==> config.mk <==
export PLATFORM = sky130hd
export DESIGN_NAME = sd_cmd_arbiter
export DESIGN_NICKNAME = d
export VERILOG_FILES = /design/src/rtl/sd_cmd_arbiter.sv
export SDC_FILE = /design/constraint.sdc
export NUM_CORES = 1
export LEC_CHECK = 0
export ABC_AREA = 1
export BUFFER_PORTS_ARGS = -buffer_cell sky130_fd_sc_hd__buf_2
export CORE_ASPECT_RATIO = 1.25
export CORE_MARGIN = 2
export CORE_UTILIZATION = 30
export DETAILED_ROUTE_END_ITERATION = 7
export SLEW_MARGIN = 40
export SYNTH_ARGS = -nofsm -noshare
export SYNTH_HDL_FRONTEND = slang
export SYNTH_SLANG_ARGS = --single-unit
==> constraint.sdc <==
create_clock -name ex_clk -period 3.85 [get_ports ex_clk]
set_input_delay 1.155 -clock ex_clk [delete_from_list [all_inputs] [get_ports ex_clk]]
set_output_delay 1.155 -clock ex_clk [all_outputs]
set_load 0.005 [all_outputs]
==> src/rtl/sd_cmd_arbiter.sv <==
// sd_cmd_arbiter: two-requester SD command/response sequencer with a response timeout.
// Optional SD_ARB_ROUND_ROBIN_EN: round-robin arbitration instead of fixed priority (requester 0 first).
`timescale 1ns/1ps

module sd_cmd_arbiter #(
    parameter int TIMEOUT_CYCLES = 4096,
    parameter int TO_W           = 13
) (
    input  logic         ex_clk,
    input  logic         ex_resetn,

    input  logic [1:0]   req_valid,
    input  logic [37:0]  req_cmd0,
    input  logic [37:0]  req_cmd1,
    input  logic [1:0]   req_rtype0,
    input  logic [1:0]   req_rtype1,
    output logic [1:0]   req_grant,
    output logic [1:0]   req_done,
    output logic [1:0]   resp_status,
    output logic [126:0] resp_data,
    output logic         busy,

    output logic         send_en,
    output logic [37:0]  send_cmd_content,
    input  logic         sd_sending,
    input  logic         sd_finished,

    output logic         receive_en,
    output logic         R2_response,
    output logic         R3_response,
    input  logic         sd_receive_started,
    input  logic         sd_receive_finished,
    input  logic         crc_response_err,
    input  logic [126:0] response
);

    localparam logic [1:0]      LP_ST_OK      = 2'd0;
    localparam logic [1:0]      LP_ST_CRC     = 2'd1;
    localparam logic [1:0]      LP_ST_TIMEOUT = 2'd2;
    localparam logic [TO_W-1:0] LP_TO_LAST    = TO_W'(TIMEOUT_CYCLES - 1);

    // IDLE arbitrate | SEND send_en | WAIT_SEND sender busy | RECV receive_en | WAIT_RESP timeout | DONE req_done
    typedef enum logic [2:0] {
        S_IDLE,
        S_SEND,
        S_WAIT_SEND,
        S_RECV,
        S_WAIT_RESP,
        S_DONE
    } state_t;

    state_t          r_state;
    logic            r_owner;
    logic [1:0]      r_rtype;
    logic [37:0]     r_cmd;
    logic [1:0]      r_req_grant;
    logic [1:0]      r_req_done;
    logic [1:0]      r_status;
    logic [126:0]    r_resp_data;
    logic            r_busy;
    logic            r_send_en;
    logic            r_receive_en;
    logic            r_r2;
    logic            r_r3;
    logic [TO_W-1:0] r_to_cnt;
    logic            r_started;

    logic            w_pick_id;
    logic [1:0]      w_pick_rtype;
    logic [37:0]     w_pick_cmd;
    logic [1:0]      w_owner_oh;
    logic            w_unused;

    assign w_unused = sd_sending;

`ifdef SD_ARB_ROUND_ROBIN_EN
    // r_last_id is the last requester granted; it starts at 1 so requester 0 wins first.
    logic r_last_id;

    always_comb begin
        w_pick_id = 1'b0;
        if (req_valid == 2'b11) begin
            w_pick_id = ~r_last_id;
        end else if (req_valid[1]) begin
            w_pick_id = 1'b1;
        end
    end

    always_ff @(posedge ex_clk or negedge ex_resetn) begin
        if (!ex_resetn) begin
            r_last_id <= 1'b1;
        end else if (r_state == S_IDLE && |req_valid) begin
            r_last_id <= w_pick_id;
        end
    end
`else
    always_comb begin
        w_pick_id = 1'b0;
        if (!req_valid[0] && req_valid[1]) begin
            w_pick_id = 1'b1;
        end
    end
`endif

    assign w_pick_rtype = w_pick_id ? req_rtype1 : req_rtype0;
    assign w_pick_cmd   = w_pick_id ? req_cmd1   : req_cmd0;
    assign w_owner_oh   = r_owner   ? 2'b10      : 2'b01;

    always_ff @(posedge ex_clk or negedge ex_resetn) begin
        if (!ex_resetn) begin
            r_state      <= S_IDLE;
            r_owner      <= 1'b0;
            r_rtype      <= 2'd0;
            r_cmd        <= '0;
            r_req_grant  <= 2'b00;
            r_req_done   <= 2'b00;
            r_status     <= LP_ST_OK;
            r_resp_data  <= '0;
            r_busy       <= 1'b0;
            r_send_en    <= 1'b0;
            r_receive_en <= 1'b0;
            r_r2         <= 1'b0;
            r_r3         <= 1'b0;
            r_to_cnt     <= '0;
            r_started    <= 1'b0;
        end else begin
            r_req_grant  <= 2'b00;
            r_req_done   <= 2'b00;
            r_send_en    <= 1'b0;
            r_receive_en <= 1'b0;

            case (r_state)
                S_IDLE: begin
                    if (|req_valid) begin
                        r_owner     <= w_pick_id;
                        r_req_grant <= w_pick_id ? 2'b10 : 2'b01;
                        r_cmd       <= w_pick_cmd;
                        r_rtype     <= w_pick_rtype;
                        r_r2        <= (w_pick_rtype == 2'd2);
                        r_r3        <= (w_pick_rtype == 2'd3);
                        r_send_en   <= 1'b1;
                        r_busy      <= 1'b1;
                        r_state     <= S_SEND;
                    end
                end

                S_SEND: begin
                    r_state <= S_WAIT_SEND;
                end

                S_WAIT_SEND: begin
                    if (sd_finished) begin
                        if (r_rtype == 2'd0) begin
                            r_status   <= LP_ST_OK;
                            r_req_done <= w_owner_oh;
                            r_state    <= S_DONE;
                        end else begin
                            r_receive_en <= 1'b1;
                            r_to_cnt     <= '0;
                            r_started    <= 1'b0;
                            r_state      <= S_RECV;
                        end
                    end
                end

                S_RECV: begin
                    r_to_cnt  <= '0;
                    r_started <= sd_receive_started;
                    r_state   <= S_WAIT_RESP;
                end

                S_WAIT_RESP: begin
                    // A finishing response beats a timeout landing on the same edge.
                    if (sd_receive_finished) begin
                        r_resp_data <= response;
                        r_status    <= crc_response_err ? LP_ST_CRC : LP_ST_OK;
                        r_req_done  <= w_owner_oh;
                        r_state     <= S_DONE;
                    end else if (!r_started) begin
                        if (sd_receive_started) begin
                            r_started <= 1'b1;
                        end else begin
                            r_to_cnt <= r_to_cnt + TO_W'(1);
                            if (r_to_cnt == LP_TO_LAST) begin
                                r_status   <= LP_ST_TIMEOUT;
                                r_req_done <= w_owner_oh;
                                r_state    <= S_DONE;
                            end
                        end
                    end
                end

                S_DONE: begin
                    r_busy  <= 1'b0;
                    r_state <= S_IDLE;
                end

                default: begin
                    r_busy  <= 1'b0;
                    r_state <= S_IDLE;
                end
            endcase
        end
    end

    assign req_grant        = r_req_grant;
    assign req_done         = r_req_done;
    assign resp_status      = r_status;
    assign resp_data        = r_resp_data;
    assign busy             = r_busy;
    assign send_en          = r_send_en;
    assign send_cmd_content = r_cmd;
    assign receive_en       = r_receive_en;
    assign R2_response      = r_r2;
    assign R3_response      = r_r3;

endmodule

==> results of run 1 <==
[registers in the layout, summed over array words and instances (netlist names)]
register          flops
r_state               3
busy                  1
req_grant             2
R2_response           1
R3_response           1
resp_data           127
r_started             1
r_owner               1
send_en               1
receive_en            1
send_cmd_content     38
req_done              2
r_rtype               2
r_to_cnt             13
resp_status           2
[layout make-up]
| class | count | area (um2) | area share |
|---|---|---|---|
| clock buffers | 21 | 460 | 0.0413 |
| repair buffers | 402 | 2090 | 0.187 |
| multi-input cells | 700 | 3040 | 0.273 |
| clock inverters | 11 | 136 | 0.0122 |
| inverters | 18 | 70.1 | 0.00629 |
| flip-flops and latches | 196 | 4900 | 0.440 |
| well taps | 350 | 438 | 0.0393 |
[critical path, cell delays in order, from the launching register on]
cell     delay (ns)
dfrtp_1        0.45
inv_1          0.11
nand2_1        0.06
nor2_2         0.45
nand2_4        0.23
inv_4          0.12
buf_12         0.31
nand2_1        0.21
nand2_1        0.11
[power groups by stage]
stage / Sequential [mW] / Clock, mW / Combinational [mW]
floorplan: 3.51 / 0 / 1.38
global placement: 3.44 / 0 / 2.76
detailed placement: 3.46 / 0 / 2.81
CTS: 3.43 / 1.91 / 2.81
global route: 3.54 / 1.98 / 3.14
finish: 3.42 / 1.83 / 2.75
[how the worst max path moves through the flow]
stage / slack, ns / end / start / cells past startpoint
floorplan: 1.74 / send_cmd_content[13]$_DFFE_PN0P_ / req_valid[1] / 5
global placement: 1.29 / r_to_cnt[12]$_DFFE_PN0P_ / sd_receive_started / 8
detailed placement: 1.30 / send_cmd_content[32]$_DFFE_PN0P_ / req_valid[1] / 6
CTS: 1.54 / resp_data[0]$_DFFE_PN0P_ / r_state[1]$_DFFE_PN0P_ / 8
global route: 1.35 / resp_data[55]$_DFFE_PN0P_ / r_state[1]$_DFFE_PN0P_ / 8
finish: 1.49 / resp_data[98]$_DFFE_PN0P_ / r_state[1]$_DFFE_PN0P_ / 8
[kinds of logic after synthesis]
family,share of synthesized area
fa+ha+maj,0.00151
mux,0.00121
compound gates,0.0765
flops,0.591
simple gates,0.279
buf+inv,0.0435
xor+xnor,0.00738
[cell usage in the layout, fill, tap and decap left out, drive strengths merged]
master	count
nand2	498
buf	401
dfrtp	196
nor2	71
a21oi	42
o31ai	38
inv	24
clkbuf	22
nand3	18
o21ai	10
nand4	6
xor2	4
xnor2	3
o21bai	2
nor3	2
bufinv	2
clkinv	2
or2	1
nand3b	1
mux2i	1
o211ai	1
o22ai	1
ha	1
clkinvlp	1
[per-layer routing]
metal	share of wire	global-route usage	vias to the layer above
li1	-	-	3781
met5	0	0	-
met2	0.49	0.283	319
met1	0.41	0.202	3413
met3	0.085	0.0572	20
met4	0.017	0.0516	0
[per-stage QoR]
step	total power, mW	cell area [um2]	setup slack (ns)
final	8.01	11100	1.49
after global routing	8.66	11100	1.35
after CTS	8.15	11100	1.54
after detailed placement	6.26	10500	1.30
after global placement	6.20	10500	1.29
after floorplan	4.90	8310	1.74
==> metrics.yaml, run 1 <==
status: "finished, final reports clean"
power.leakage_nw: 6.26
drive_gt1_frac: 0.341
ctsLongestPathBuffers: 2
yosys_warnings: 0
yosysTopAreaCellShare: 0.591
ios: 392
yosysMostFrequentCell: "nand2_1"
routed_via_density: 4.44
holdBufCountCts: 0
syn_area_um2: 8310
clkPwrFrac: 0.229
ant_nets: 0
numCtsBuffers: 17
timing.setup.tns_ns: 0
wl_per_cell_um: 14.5
worst_pin_slew_ns: 0.754
min_from: "r_owner$_DFFE_PN0P_"
clock.fmax_mhz: 423
yosys-top-cells-area: "dfrtp_1, nand2_1, nor2_1"
rr_worst_depth: 8
hold_path_class: "flop to flop"
drtIter0Drc: 535
clk_pin_slew_ns: 0.08
post-cts-setup-buffers: 0
vias: 7533
ys_ff_latch: 196
die_x_um: 153
initial_core_util: 0.303
die_y_um: 190
final-setup-viol-count: 0
clkLatencyLatePin_ns: 0.42
hold-path-cell-count: 1
grt_max_degree: 128
synth_top_area_cell: "dfrtp_1"
drv_cap: 0
synth_nets: 1183
synth_cell_types: 30
end_kind: "flop"
reg2reg_to: "resp_data[98]$_DFFE_PN0P_"
net-switching-power_mw: 2.84
power_density_nw_per_um2: 718
antenna_found_initial: 0
regToRegStartpoint: "r_state[1]$_DFFE_PN0P_"
die_area_um2: 29000
grt_first_pass_wirelength_mm: 38.9
diodes: 0
synthTopCellsByCount: "nand2_1, dfrtp_1, nor2_1"
seq_power_share: 0.428
overflow: 0
rsz0062_at_grt: "no"
cts_tree: "done"
period_share: 0.614
cp_max_fo: 127
fin_crit_ns: 2.36
whs_ns: 0.426
synth_ff_type: "dfrtp_1"
n_fill_cell: 2805
fin_nets: 1552
row_count: 68
syn_inst: 966
cp-start-kind: "flop"
io_buffer_count: 390
finalClockSkew_ns: 0.0138
cts_resized: 0
worst_ep_required_time_ns: 4.20
root_buffer: "clkbuf_16"
syn_avg_cell_area_um2: 8.60
gp_congestion: 0.778
wl_mm: 24.5
combPwrFrac: 0.344
hold_viol: 0
async_flop_share: 1.00
p_int_mw: 5.17
ff2ff_setup_slack_ns: 1.49
stdcell_count: 1698
cts_sinks: 196
dr.pass1.iters: 4
path_class: "flop to flop"
grt_pass1_vias: 7379
fin_util: 0.407
hold_path_end: "req_done[0]$_DFF_PN0_"
arrival_ns: 2.71
gr-usage-all-layers: 0.168
htreeDepth: 4
vdd_ir_drop_max_mv: 0.322
drc: 0
area.growth.synth_to_final_pct: 34.2
ys_seq_area_frac: 0.591
core-area_um2: 27400
synth_edf_count: 0
dp_hpwl_mm: 17.8
slew_viol_final: 0
slew-limit-headroom: 0.498
switching_share: 0.354
dp_cells: 1666
Power figures use the tool's default switching activity.
==> inputs of run 2 (changes only) <==
--- a/config.mk
+++ b/config.mk
@@ -5,7 +5,7 @@
 export SDC_FILE = /design/constraint.sdc
 export NUM_CORES = 1
 export LEC_CHECK = 0
-export ABC_AREA = 1
+export ABC_AREA = 0
 export BUFFER_PORTS_ARGS = -buffer_cell sky130_fd_sc_hd__buf_2
 export CORE_ASPECT_RATIO = 1.25
 export CORE_MARGIN = 2
==> constraint.sdc (replaced) <==
create_clock -name ex_clk -period 2.3 [get_ports ex_clk]
set_input_delay 0.69 -clock ex_clk [delete_from_list [all_inputs] [get_ports ex_clk]]
set_output_delay 0.69 -clock ex_clk [all_outputs]
set_load 0.005 [all_outputs]
==> run 2 against run 1 <==
  * Clock-buffer cell count decreased by 2
  * Synthesized cell count decreased by 39%
  * Combinational power increased by 71%
  * Utilization increased by 2.2 points
  * Worst hold slack got worse by 0.19 ns
  * Clock skew fell by 0.0074 ns
==> metrics.yaml, run 2 <==
status: "finished, final reports clean"
slew-limit-headroom: 0.660
finalPower_mw: 13.5
die_area_um2: 27800
dr.pass1.iters: 4
gr-usage-all-layers: 0.143
routed_via_density: 4.47
wl_per_cell_um: 15.3
power_density_nw_per_um2: 1210
hold_viol: 0
startpoint: "r_state[2]$_DFFE_PN0P_"
clkLatencyLatePin_ns: 0.42
combPwrFrac: 0.348
layout_common_cells: "buf_2, dfrtp_1, mux2_2"
switching_share: 0.310
htreeDepth: 4
antenna_found_initial: 0
finalClockSkew_ns: 0.00644
ctsLongestPathBuffers: 2
synthTopCellsByCount: "dfrtp_1, mux2_2, nand2_1"
end_kind: "flop"
synth_edf_count: 0
final-setup-viol-count: 0
syn_inst: 592
slowest_stage: "dfrtp_1"
reg2reg_to: "r_to_cnt[9]$_DFFE_PN0P_"
overflow: 0
grt_pass1_vias: 5845
cp_max_fo: 18
synth_top_area_cell: "dfrtp_1"
whs_ns: 0.234
fin_crit_ns: 2.09
worst_slack_ns: 0.207
dp_hpwl_mm: 16.0
clk_pin_slew_ns: 0.07
fin_nets: 1214
worst_pin_slew_ns: 0.506
critPathBufInv: 0
worst_path_largest_cell_delay_ns: 0.53
yosysMostFrequentCell: "dfrtp_1"
ant_nets: 0
ys_ff_latch: 196
rsz0062_at_grt: "no"
synth_nets: 809
post-cts-setup-buffers: 0
die_x_um: 150
drc: 0
p_int_mw: 9.34
seq_power_share: 0.426
ys_seq_area_frac: 0.617
cts_tree: "done"
regToRegStartpoint: "r_state[2]$_DFFE_PN0P_"
multi_input_area_um2: 2900
timing.setup.tns_ns: 0
period_share: 0.910
drive_gt1_frac: 0.581
cts_sinks: 196
synth_cell_types: 41
wl_mm: 20.6
arrival_ns: 2.44
worst_ep_required_time_ns: 2.64
cts_resized: 0
cp-start-kind: "flop"
core-area_um2: 26000
hold_path_class: "input port to async pin"
clock.fmax_mhz: 478
diodes: 0
largest_reg_flops: 127
initial_core_util: 0.306
io_buffer_count: 390
path_class: "flop to flop"
ios: 392
post-place-ws_ns: 0.223
root_buffer: "clkbuf_16"
grt_first_pass_wirelength_mm: 30.8
row_count: 66
final_common_cell: "buf_2"
numCtsBuffers: 17
yosysTopAreaCellShare: 0.617
drtIter0Drc: 169
die_y_um: 186
vdd_ir_drop_max_mv: 0.466
synth_ff_type: "dfrtp_1"
yosys_warnings: 0
n_fill_cell: 2490
holdBufCountCts: 0
area.growth.synth_to_final_pct: 40.3
grt_max_degree: 52
register_area_um2: 4900
slew_viol_final: 0
vias: 6032
power.leakage_nw: 5.53
net-switching-power_mw: 4.19
gp_congestion: 0.769
ff2ff_setup_slack_ns: 0.21
yosys-top-cells-area: "dfrtp_1, mux2_2, mux2i_1"
crit_chain: "or3b_1 > o32a_4 > or4_1 > a21oi_1"
drv_cap: 0
syn_avg_cell_area_um2: 13.4
clkPwrFrac: 0.226
critPathTopFamily: "simple AND/OR/NAND/NOR gates"
syn_area_um2: 7950
async_flop_share: 1.00
rr_worst_depth: 4
==> run 2: final cells by class <==
cell class / instances / share of cell area
Sequential cell: 196 / 0.440
Timing Repair Buffer: 420 / 0.207
Tap cell: 340 / 0.0381
Clock inverter: 12 / 0.0139
Inverter: 5 / 0.00168
Clock buffer: 19 / 0.0397
Multi-Input combinational cell: 357 / 0.260
==> run 2: logic make-up after synthesis <==
| kind of cell | synth area share |
|---|---|
| buffers and inverters | 0.0214 |
| DFF | 0.617 |
| and+or+nand+nor | 0.0627 |
| AOI/OAI and AO/OA | 0.0617 |
| muxes | 0.236 |
| adders and majority gates | 0.00157 |
==> run 2: metal layers <==
| layer | share of wire | track usage |
|---|---|---|
| met1 | 0.40 | 0.165 |
| met2 | 0.52 | 0.257 |
| met3 | 0.071 | 0.0348 |
| met4 | 0.014 | 0.0510 |
| met5 | 0 | 0 |
==> run 2: how the worst max path moves through the flow <==
stage                                   end  slack (ns)  cells after the start
floorplan            r_rtype[1]$_DFFE_PN0P_        0.39                      5
global placement    r_to_cnt[3]$_DFFE_PN0P_        0.25                      4
detailed placement  r_to_cnt[7]$_DFFE_PN0P_        0.22                      4
CTS                 r_to_cnt[7]$_DFFE_PN0P_        0.21                      4
global route        r_to_cnt[9]$_DFFE_PN0P_        0.10                      4
finish              r_to_cnt[9]$_DFFE_PN0P_        0.21                      4
==> run 2: worst register-to-register path: cells and delay by family, from the launching register on <==
family | cells | cell delay, ns
AO/OA/AOI/OAI | 2 | 0.57
AND/OR/NAND/NOR | 2 | 0.92
flip-flops | 1 | 0.53
==> run 2: per-stage QoR <==
stage	instance area (um2)	util	cells
floorplan	7950	-	592
global placement	10600	0.406	1318
detailed placement	10600	0.406	1318
CTS	11200	0.429	1349
global route	11200	0.429	1349
finish	11200	0.429	1349
==> run 2: power by group through the flow <==
stage               Clock, mW  Sequential [mW]  Combinational [mW]
global placement            0             5.78                4.76
detailed placement          0             5.83                4.84
finish                   3.05             5.76                4.71
CTS                      3.16             5.79                4.83
floorplan                   0             5.95                2.15
global route             3.32             5.98                5.25
